`src/rtl/brentkung_share_pkg.sv`:
```
// Shared types and helpers for the Brent-Kung adder sharing controller.
// W is fixed at 12 to match the shared adder instance.
package brentkung_share_pkg;

  localparam int W = 12;

  typedef enum logic [1:0] {
    IDLE = 2'd0,
    EXEC = 2'd1,
    RESP = 2'd2
  } state_e;

  // The adder takes its operands bit-interleaved: even bits carry A, odd bits carry B.
  function automatic logic [2*W-1:0] interleave(input logic [W-1:0] a, input logic [W-1:0] b);
    logic [2*W-1:0] bus;
    bus = '0;
    for (int k = 0; k < W; k++) begin
      bus[2*k]   = a[k];
      bus[2*k+1] = b[k];
    end
    return bus;
  endfunction

endpackage

```
`src/rtl/brentkung_share_ctrl_arbiter.sv`:
```
// One-hot request arbiter for the shared adder.
// Round-robin when ARB_RR_EN is defined, otherwise fixed priority (lowest index wins).
module share_arbiter #(
  parameter  int NREQ = 4,
  localparam int IDW  = $clog2(NREQ)
) (
`ifdef ARB_RR_EN
  input  logic            clk,
  input  logic            rst,
  input  logic            advance_i,
`endif
  input  logic [NREQ-1:0] req_valid_i,
  output logic [NREQ-1:0] grant_o,
  output logic [IDW-1:0]  grant_id_o,
  output logic            any_o
);

  logic [IDW-1:0] base;

`ifdef ARB_RR_EN
  logic [IDW-1:0] ptr_q;

  // The pointer names the highest-priority requester; it moves just past each winner.
  always_ff @(posedge clk or posedge rst) begin
    if (rst) begin
      ptr_q <= '0;
    end else if (advance_i) begin
      ptr_q <= (grant_id_o == IDW'(NREQ - 1)) ? '0 : grant_id_o + IDW'(1);
    end
  end

  assign base = ptr_q;
`else
  assign base = '0;
`endif

  // NOTE: every always_comb output gets a default first so no path leaves it unassigned (no latch).
  always_comb begin
    int             pos;
    logic [IDW-1:0] idx;
    grant_o    = '0;
    grant_id_o = '0;
    pos        = 0;
    idx        = '0;
    // Walk from lowest to highest priority; the last hit is the winner.
    for (int k = NREQ - 1; k >= 0; k--) begin
      pos = int'(base) + k;
      if (pos >= NREQ) pos = pos - NREQ;
      idx = IDW'(pos);
      if (req_valid_i[idx]) grant_id_o = idx;
    end
    if (|req_valid_i) grant_o[grant_id_o] = 1'b1;
  end

  assign any_o = |req_valid_i;

endmodule

```
`src/rtl/brentkung_share_ctrl.sv`:
```
// Controller sharing one combinational 12-bit Brent-Kung adder among NREQ requesters.
// Optional round-robin arbitration is enabled with the ARB_RR_EN macro.
module brentkung_share_ctrl
  import brentkung_share_pkg::*;
#(
  parameter  int NREQ = 4,
  parameter  int W    = 12,
  localparam int IDW  = $clog2(NREQ)
) (
  input  logic              clk,
  input  logic              rst,
  input  logic [NREQ-1:0]   req_valid,
  output logic [NREQ-1:0]   req_ready,
  input  logic [NREQ*W-1:0] req_a,
  input  logic [NREQ*W-1:0] req_b,
  output logic [2*W-1:0]    add_in,
  input  logic [W:0]        add_out,
  output logic              resp_valid,
  input  logic              resp_ready,
  output logic [W:0]        resp_sum,
  output logic [IDW-1:0]    resp_id
);

  if (W != brentkung_share_pkg::W) begin : g_bad_width
    $error("brentkung_share_ctrl: W must be 12 to match the shared adder");
  end
  if (NREQ < 2 || NREQ > 8) begin : g_bad_nreq
    $error("brentkung_share_ctrl: NREQ must be in 2..8");
  end

  state_e          state_q;
  logic [2*W-1:0]  opnd_q;
  logic [IDW-1:0]  op_id_q;
  logic [IDW-1:0]  resp_id_q;
  logic [W:0]      sum_q;
  logic            resp_valid_q;

  logic [NREQ-1:0] grant;
  logic [IDW-1:0]  grant_id;
  logic            any_req;
  logic            can_accept;
  logic            accept;
  logic [W-1:0]    a_sel;
  logic [W-1:0]    b_sel;

  share_arbiter #(.NREQ(NREQ)) u_arb (
`ifdef ARB_RR_EN
    .clk         (clk),
    .rst         (rst),
    .advance_i   (accept),
`endif
    .req_valid_i (req_valid),
    .grant_o     (grant),
    .grant_id_o  (grant_id),
    .any_o       (any_req)
  );

  // Grants are also suppressed while rst is high so req_ready drops with the async reset.
  assign can_accept = !rst && ((state_q == IDLE) || (state_q == RESP && resp_ready));
  assign accept     = can_accept && any_req;
  assign req_ready  = can_accept ? grant : '0;

  assign a_sel = req_a[int'(grant_id)*W +: W];
  assign b_sel = req_b[int'(grant_id)*W +: W];

  // NOTE: sequential state uses non-blocking assignments so every register samples pre-edge values.
  always_ff @(posedge clk or posedge rst) begin
    if (rst) begin
      state_q      <= IDLE;
      opnd_q       <= '0;
      op_id_q      <= '0;
      resp_id_q    <= '0;
      sum_q        <= '0;
      resp_valid_q <= 1'b0;
    end else begin
      // Operands only change on accept, so the adder input is quiet while idle.
      if (accept) begin
        opnd_q  <= interleave(a_sel, b_sel);
        op_id_q <= grant_id;
      end
      case (state_q)
        IDLE: if (accept) state_q <= EXEC;
        EXEC: begin
          sum_q        <= add_out;
          resp_id_q    <= op_id_q;
          resp_valid_q <= 1'b1;
          state_q      <= RESP;
        end
        RESP: if (resp_ready) begin
          resp_valid_q <= 1'b0;
          state_q      <= accept ? EXEC : IDLE;
        end
        default: state_q <= IDLE;
      endcase
    end
  end

  assign add_in     = opnd_q;
  assign resp_valid = resp_valid_q;
  assign resp_sum   = sum_q;
  assign resp_id    = resp_id_q;

endmodule

```
`config.mk`:
```
export PLATFORM = sky130hd
export DESIGN_NAME = brentkung_share_ctrl
export DESIGN_NICKNAME = d
export VERILOG_FILES = /design/src/rtl/brentkung_share_pkg.sv /design/src/rtl/brentkung_share_ctrl_arbiter.sv /design/src/rtl/brentkung_share_ctrl.sv
export SDC_FILE = /design/constraint.sdc
export NUM_CORES = 1
export LEC_CHECK = 0
export CAP_MARGIN = 20
export CORE_ASPECT_RATIO = 2
export CORE_MARGIN = 2
export CORE_UTILIZATION = 25
export DETAILED_ROUTE_END_ITERATION = 6
export PLACE_DENSITY = 0.63
export RECOVER_POWER = 100
export SYNTH_ARGS = -nofsm -noshare
export SYNTH_HDL_FRONTEND = slang
export SYNTH_SLANG_ARGS = --single-unit
```
`constraint.sdc`:
```
create_clock -name clk -period 2 [get_ports clk]
set_clock_uncertainty 0.1 [all_clocks]
set_input_delay 0.4 -clock clk [delete_from_list [all_inputs] [get_ports clk]]
set_output_delay 0.4 -clock clk [all_outputs]
set_load 0.05 [all_outputs]
```
==> results of run 1 <==
==> per-stage QoR <==
step / setup TNS (ns) / std cells / worst slack (ns) / total power [mW]
final: 0 / 569 / 0.0430 / 4.54
after global routing: -0.0224 / 569 / -0.00899 / 4.77
after CTS: 0 / 568 / 0.0177 / 4.74
after detailed placement: -9.99 / 559 / -0.427 / 3.90
after global placement: -8.51 / 559 / -0.346 / 3.87
after floorplan: -0.119 / 267 / -0.0694 / 2.90
==> how the worst max path moves through the flow <==
stage	from	to	slack, ns
final	state_q[0]	req_ready[1]	0.04
after detailed placement	req_valid[1]	add_in[9]	-0.43
after CTS	state_q[1]	req_ready[1]	0.02
after floorplan	rst	req_ready[2]	-0.07
after global routing	state_q[0]	req_ready[1]	-0.009
after global placement	req_valid[1]	add_in[22]	-0.35
==> synth_stat cells <==
cell type / instances / area, µm²
dfrtp_1: 44 / 1100
and2_1: 1 / 6.26
mux2_2: 15 / 169
a22o_1: 1 / 8.76
or3b_2: 23 / 201
clkbuf_1: 28 / 105
and3_1: 2 / 12.5
nor3b_1: 1 / 7.51
buf_6: 2 / 22.5
inv_1: 4 / 15.0
or4_1: 1 / 7.51
nand3_1: 1 / 5.00
buf_1: 2 / 7.51
buf_2: 3 / 15.0
nand3b_1: 26 / 195
nand2_1: 1 / 3.75
o21ai_0: 1 / 5.00
a211o_1: 1 / 8.76
nor4b_2: 1 / 15.0
a21o_1: 23 / 173
a222oi_1: 23 / 230
nor2_1: 4 / 15.0
nor4b_1: 1 / 8.76
nand2b_1: 2 / 12.5
o221a_2: 1 / 11.3
o22a_1: 1 / 8.76
a21oi_1: 1 / 5.00
o211a_1: 1 / 10.0
nor2b_1: 2 / 12.5
a31oi_1: 50 / 313
==> power breakdown <==
part           total, mW  internal [mW]  leakage, nW  switching, mW
clock              0.816          0.464       0.0660          0.352
sequential          1.36           1.19        0.504          0.177
combinational       2.36          0.833         1.18           1.53
total               4.54           2.48         1.75           2.06
==> metal layers <==
| layer | vias up | GRT usage [%] | wire [µm] |
|---|---|---|---|
| met5 | - | 0 | 0 |
| met2 | 162 | 35.0 | 6050 |
| met1 | 1459 | 17.9 | 3700 |
| met4 | 0 | 6.70 | 252 |
| li1 | 1406 | - | - |
| met3 | 19 | 3.10 | 671 |
==> cell families (layout without fill, tap and decap cells) <==
kind of cell / count (synthesis) / count (layout) / synth area share (%)
multiplexers: 15 / 15 / 6.23
AO/OA/AOI/OAI: 103 / 103 / 28.5
AND/OR/NAND/NOR: 66 / 66 / 18.6
flip-flops: 44 / 44 / 40.6
buffers and inverters: 39 / 204 / 6.09
==> flip-flops by register name (all words and copies together) (netlist names) <==
register / cells
add_in: 24
resp_id: 2
op_id_q: 2
resp_valid: 1
resp_sum: 13
state_q: 2
==> critical path: cells and delay by family (launching register included) <==
| kind | cells | cell delay (ns) |
|---|---|---|
| buffers and inverters | 2 | 0.30 |
| flip-flops | 1 | 0.40 |
| AND/OR/NAND/NOR | 3 | 0.48 |
==> repair_timing <==
item | 4_1_cts | 5_1_grt
setup buffers | 1 | 1
resized for setup | 6 | 4
setup endpoints to repair | 27 | 4
pin swaps | 3 | 5
hold endpoints to repair | 0 | 0
==> cell usage in the layout, fill, tap and decap left out, types with 2 or more instances in the layout <==
cell type,count
a21o_1,23
a222oi_1,23
a31oi_1,50
and3_1,2
buf_12,4
buf_2,3
buf_4,25
clkbuf_1,26
clkbuf_16,5
clkbuf_2,3
clkdlybuf4s50_1,125
clkinvlp_4,2
dfrtp_1,44
dlygate4sd2_1,3
inv_1,4
mux2_2,15
nand3b_1,26
nor2_1,3
nor4b_4,2
or3b_2,23
==> area by class of cell <==
class	instances	area, µm²
clock inverters	3	23.8
multi-input cells	184	1500
inverters	4	15.0
well taps	137	171
fillers	1016	5910
clock buffers	5	125
flip-flops and latches	44	1100
repair buffers	192	1700
==> results.sh, run 1 <==
export IMPL_r2r_start="state_q[0]"
export IMPL_cts_buffers=5
export IMPL_crit_chain="nor2_2 -> nand2_2 -> buf_6 -> nor3b_4 -> buf_12"
export IMPL_place_congestion=0.802
export IMPL_cts_tree="built"
export IMPL_layout_nets=547
export IMPL_ys_warn_count=0
export IMPL_finalHoldViolCount=0
export IMPL_ys_ff_latch=44
export IMPL_cts_sinks=44
export IMPL_cts_root_buf="clkbuf_16"
export IMPL_antenna_left=0
export IMPL_die_width_um=77.6
export IMPL_violations="DRC"
export IMPL_ys_types=30
export IMPL_numPortBuffers=159
export IMPL_reg2reg_depth=5
export IMPL_fin_util_pct=43.9
export IMPL_routedWlPerCell_um=18.8
export IMPL_drcViolationCount=2
export IMPL_clock_latency_ns=0.28
export IMPL_clock_path_buffers=2
export IMPL_relSlewSlack_pct=29.8
export IMPL_grt_usage_pct=17.7
export IMPL_postRouteWirelength_mm=10.7
export IMPL_ir_drop_uv=546
export IMPL_dp_hpwl_mm=8.28
export IMPL_core_rowCount=53
export IMPL_cap_violations=0
export IMPL_fin_crit_ns=1.96
export IMPL_grt_pass1_vias=3173
export IMPL_area_growth_pct=70.9
export IMPL_floorplan_core_area_um2=10500
export IMPL_syn_instance_count=267
export IMPL_antenna_found_initial=0
export IMPL_worstHoldPathType="in -> reg"
export IMPL_syn_area_um2=2710
export IMPL_hp_start="resp_ready"
export IMPL_n_antenna_cell=0
export IMPL_avgSynthCellArea_um2=10.2
export IMPL_rsz0062_at_grt="yes"
export IMPL_htreeDepth=2
export IMPL_p_per_area_nw_per_um2=980
export IMPL_drt_pass1_iter_count=7
export IMPL_timing_rr_end="add_in[9]"
export IMPL_die_area_um2=11700
export IMPL_fmax_mhz=511
export IMPL_critPathCaptureType="primary output"
export IMPL_place_area_um2=4590
export IMPL_initial_core_util_pct=25.7
export IMPL_cts_clk_slew_worst_paths_ns=0.06
export IMPL_critPathKind="reg -> out"
export IMPL_drive_above_1_share_pct=21.1
export IMPL_stdcell_area_um2=4630
export IMPL_die_y_um=151
export IMPL_arrival_ns=1.46
export IMPL_start_kind="flop"
export IMPL_worstMarginPinSlew_ns=1.05
export IMPL_grt_max_degree=25
export IMPL_io_pins=160
export IMPL_r2r_slack_ns=0.29
export IMPL_drt_iter0_markers=236
export IMPL_slew_violations=0
export IMPL_finalSetupViolCount=0
export IMPL_whs_ns=0.385
export IMPL_crit_fanout=3
export IMPL_synth_seq_area_share_pct=40.6
export IMPL_synth_nets=383
export IMPL_grt_overflow=0
export IMPL_via_per_inst=5.35
export IMPL_run_status="finished, violations left"
export IMPL_finalCritPeriodShare_pct=97.8
export IMPL_holdPathStages=2
export IMPL_grt_pass1_wl_mm=16.3
export IMPL_num_vias=3046
export IMPL_slowest_stage="dfrtp_1"
export IMPL_p_leak_nw=1.75
export IMPL_ctsHoldBuffers=0
export IMPL_critical_path_max_stage_delay_ns=0.40
export IMPL_required_ns=1.50
export IMPL_hold_end="resp_valid"
(Power assumes the default switching activity.)
==> run 2, diff against run 1 <==
--- a/config.mk
+++ b/config.mk
@@ -10,8 +10,9 @@
 export CORE_MARGIN = 2
 export CORE_UTILIZATION = 25
 export DETAILED_ROUTE_END_ITERATION = 6
-export PLACE_DENSITY = 0.63
+export PLACE_DENSITY = 0.65
 export RECOVER_POWER = 100
 export SYNTH_ARGS = -nofsm -noshare
 export SYNTH_HDL_FRONTEND = slang
+export SYNTH_HIERARCHICAL = 1
 export SYNTH_SLANG_ARGS = --single-unit
==> run 2 against run 1 <==
Against the previous run: routed wire length down 33%; flip-flop and latch count unchanged; the flow now finishes without violations; setup slack better by 0.023 ns; maximum frequency up 1.2%; total power up 1.7%; largest power group unchanged; synthesized cell count down 46%; highest routed layer unchanged; die area down 10%.
==> results.sh, run 2 <==
export IMPL_run_status="finished, final reports clean"
export IMPL_largest_reg_flops=24
export IMPL_final_common_cell="clkdlybuf4s50_1"
export IMPL_floorplan_core_area_um2=9380
export IMPL_finalHoldViolCount=0
export IMPL_setup_tns_ns=0
export IMPL_p_per_area_nw_per_um2=1060
export IMPL_dp_hpwl_mm=5.63
export IMPL_finalCritPeriodShare_pct=96.7
export IMPL_area_growth_pct=79.2
export IMPL_antenna_found_initial=0
export IMPL_die_width_um=73.7
export IMPL_yosysTopAreaCellShare_pct=45.3
export IMPL_slew_violations=0
export IMPL_routedWlPerCell_um=16.8
export IMPL_die_y_um=143
export IMPL_drt_iter0_markers=34
export IMPL_place_area_um2=4250
export IMPL_cts_sinks=44
export IMPL_post_place_ws_ns=-0.495
export IMPL_critPathKind="in -> reg"
export IMPL_grt_max_degree=38
export IMPL_fin_ws_ns=0.0656
export IMPL_grt_pass1_vias=2232
export IMPL_synthTopCellsByCount="dfrtp_1, mux2_2, mux2_4, mux4_2, mux4_1"
export IMPL_stdcell_count=429
export IMPL_grt_pass1_wl_mm=11.2
export IMPL_total_power_mw=4.62
export IMPL_final_cell_mix="clkdlybuf4s50_1, dfrtp_1, clkbuf_1"
export IMPL_clock_latency_ns=0.28
export IMPL_synth_edf_count=0
export IMPL_worstMarginPinSlew_ns=0.649
export IMPL_grt_usage_pct=14.3
export IMPL_ys_types=25
export IMPL_syn_area_um2=2430
export IMPL_synth_area_leaders="dfrtp_1, mux4_2, mux2_4"
export IMPL_io_pins=160
export IMPL_async_reset_ff_share_pct=100
export IMPL_worstHoldPathType="in -> async"
export IMPL_die_area_um2=10600
export IMPL_num_vias=1987
export IMPL_arrival_ns=2.00
export IMPL_htreeDepth=2
export IMPL_syn_instance_count=145
export IMPL_initial_core_util_pct=25.9
export IMPL_numPortBuffers=159
export IMPL_whs_ns=0.397
export IMPL_layout_nets=440
export IMPL_clock_path_buffers=2
export IMPL_core_rowCount=50
export IMPL_seqCellArea_um2=1100
export IMPL_r2r_slack_ns=0.32
export IMPL_rsz0062_at_grt="no"
export IMPL_cts_clk_slew_worst_paths_ns=0.06
export IMPL_synth_seq_area_share_pct=45.3
export IMPL_p_leak_nw=1.76
export IMPL_place_congestion=0.743
export IMPL_postRouteWirelength_mm=7.19
export IMPL_stdcell_area_um2=4350
export IMPL_dp_cells=415
export IMPL_ir_drop_uv=380
export IMPL_ys_warn_count=6
export IMPL_finalSetupViolCount=0
export IMPL_ys_ff_latch=44
export IMPL_antenna_left=0
export IMPL_n_antenna_cell=0
export IMPL_start_kind="primary input"
export IMPL_fin_crit_ns=1.93
export IMPL_crit_fanout=24
export IMPL_drt_pass1_iter_count=4
export IMPL_drcViolationCount=0
export IMPL_cap_violations=0
export IMPL_via_per_inst=4.63
export IMPL_synth_top_area_cell="dfrtp_1"
export IMPL_critPathCaptureType="flop"
export IMPL_drive_above_1_share_pct=32.6
export IMPL_cts_root_buf="clkbuf_16"
export IMPL_fin_util_pct=46.4
export IMPL_multi_input_area_um2=1230
export IMPL_fmax_mhz=517
export IMPL_grt_overflow=0
export IMPL_relSlewSlack_pct=56.9
export IMPL_synth_nets=261
export IMPL_cts_buffers=5
export IMPL_required_ns=2.06
export IMPL_ys_flop_type="dfrtp_1"
export IMPL_cts_tree="built"
export IMPL_fill_cells=890
export IMPL_synthMostInstantiatedCell="dfrtp_1"
export IMPL_avgSynthCellArea_um2=16.8
[run 2: routing by layer]
| layer | GRT usage (%) | part of all wire, % | vias to the layer above |
|---|---|---|---|
| met3 | 3.51 | 6.2 | 8 |
| met5 | 0 | 0 | - |
| met1 | 15.2 | 34 | 966 |
| met4 | 5.07 | 1.8 | 0 |
| met2 | 26.3 | 58 | 105 |
| li1 | - | - | 908 |
[run 2: cells by family (layout without fill, tap and decap cells)]
group | count (synthesis) | after routing | share of synthesized area [%]
AO/OA/AOI/OAI | 4 | 4 | 0.927
buffers and inverters | 15 | 195 | 4.79
flip-flops | 44 | 44 | 45.3
AND/OR/NAND/NOR | 17 | 17 | 4.02
multiplexers | 65 | 65 | 45.0
[run 2: layout make-up]
cell class | instances | share of cell area [%]
sequential | 44 | 25.3
inverter | 4 | 0.345
multi-input combinational | 86 | 28.3
clock buffer | 8 | 3.36
tap | 104 | 2.99
timing repair buffer | 183 | 39.7
[run 2: power breakdown]
| part | leakage [nW] | switching, mW | internal (mW) | total (mW) |
|---|---|---|---|---|
| clock network | 0.0712 | 0.324 | 0.498 | 0.822 |
| logic | 1.17 | 1.48 | 0.933 | 2.41 |
| registers | 0.520 | 0.178 | 1.20 | 1.38 |
| total | 1.76 | 1.98 | 2.64 | 4.62 |
[run 2: worst paths after layout]
kind	startpoint	endpoint	cells past startpoint
hold reg to reg	add_in[6]	add_in[6]	1
max in group asynchronous	rst	add_in[22]	4
min in group clk	add_in[6]	add_in[6]	1
setup reg to reg	state_q[0]	add_in[0]	5
setup / recovery	req_valid[0]	add_in[0]	6
hold / removal	rst	state_q[0]	3
[run 2: what timing repair did]
action	CTS	global route
cloned	3	0
buffers inserted	3	1
hold buffers	0	0
resized for setup	12	10
hold endpoints to repair	0	0
setup endpoints to repair	28	7
pin swaps	1	1
[run 2: worst max-delay path, stage by stage]
cell           delay, ns
dlygate4sd2_1       0.31
clkbuf_1            0.15
nor3_2              0.27
buf_12              0.22
mux4_2              0.31
mux2_1              0.31
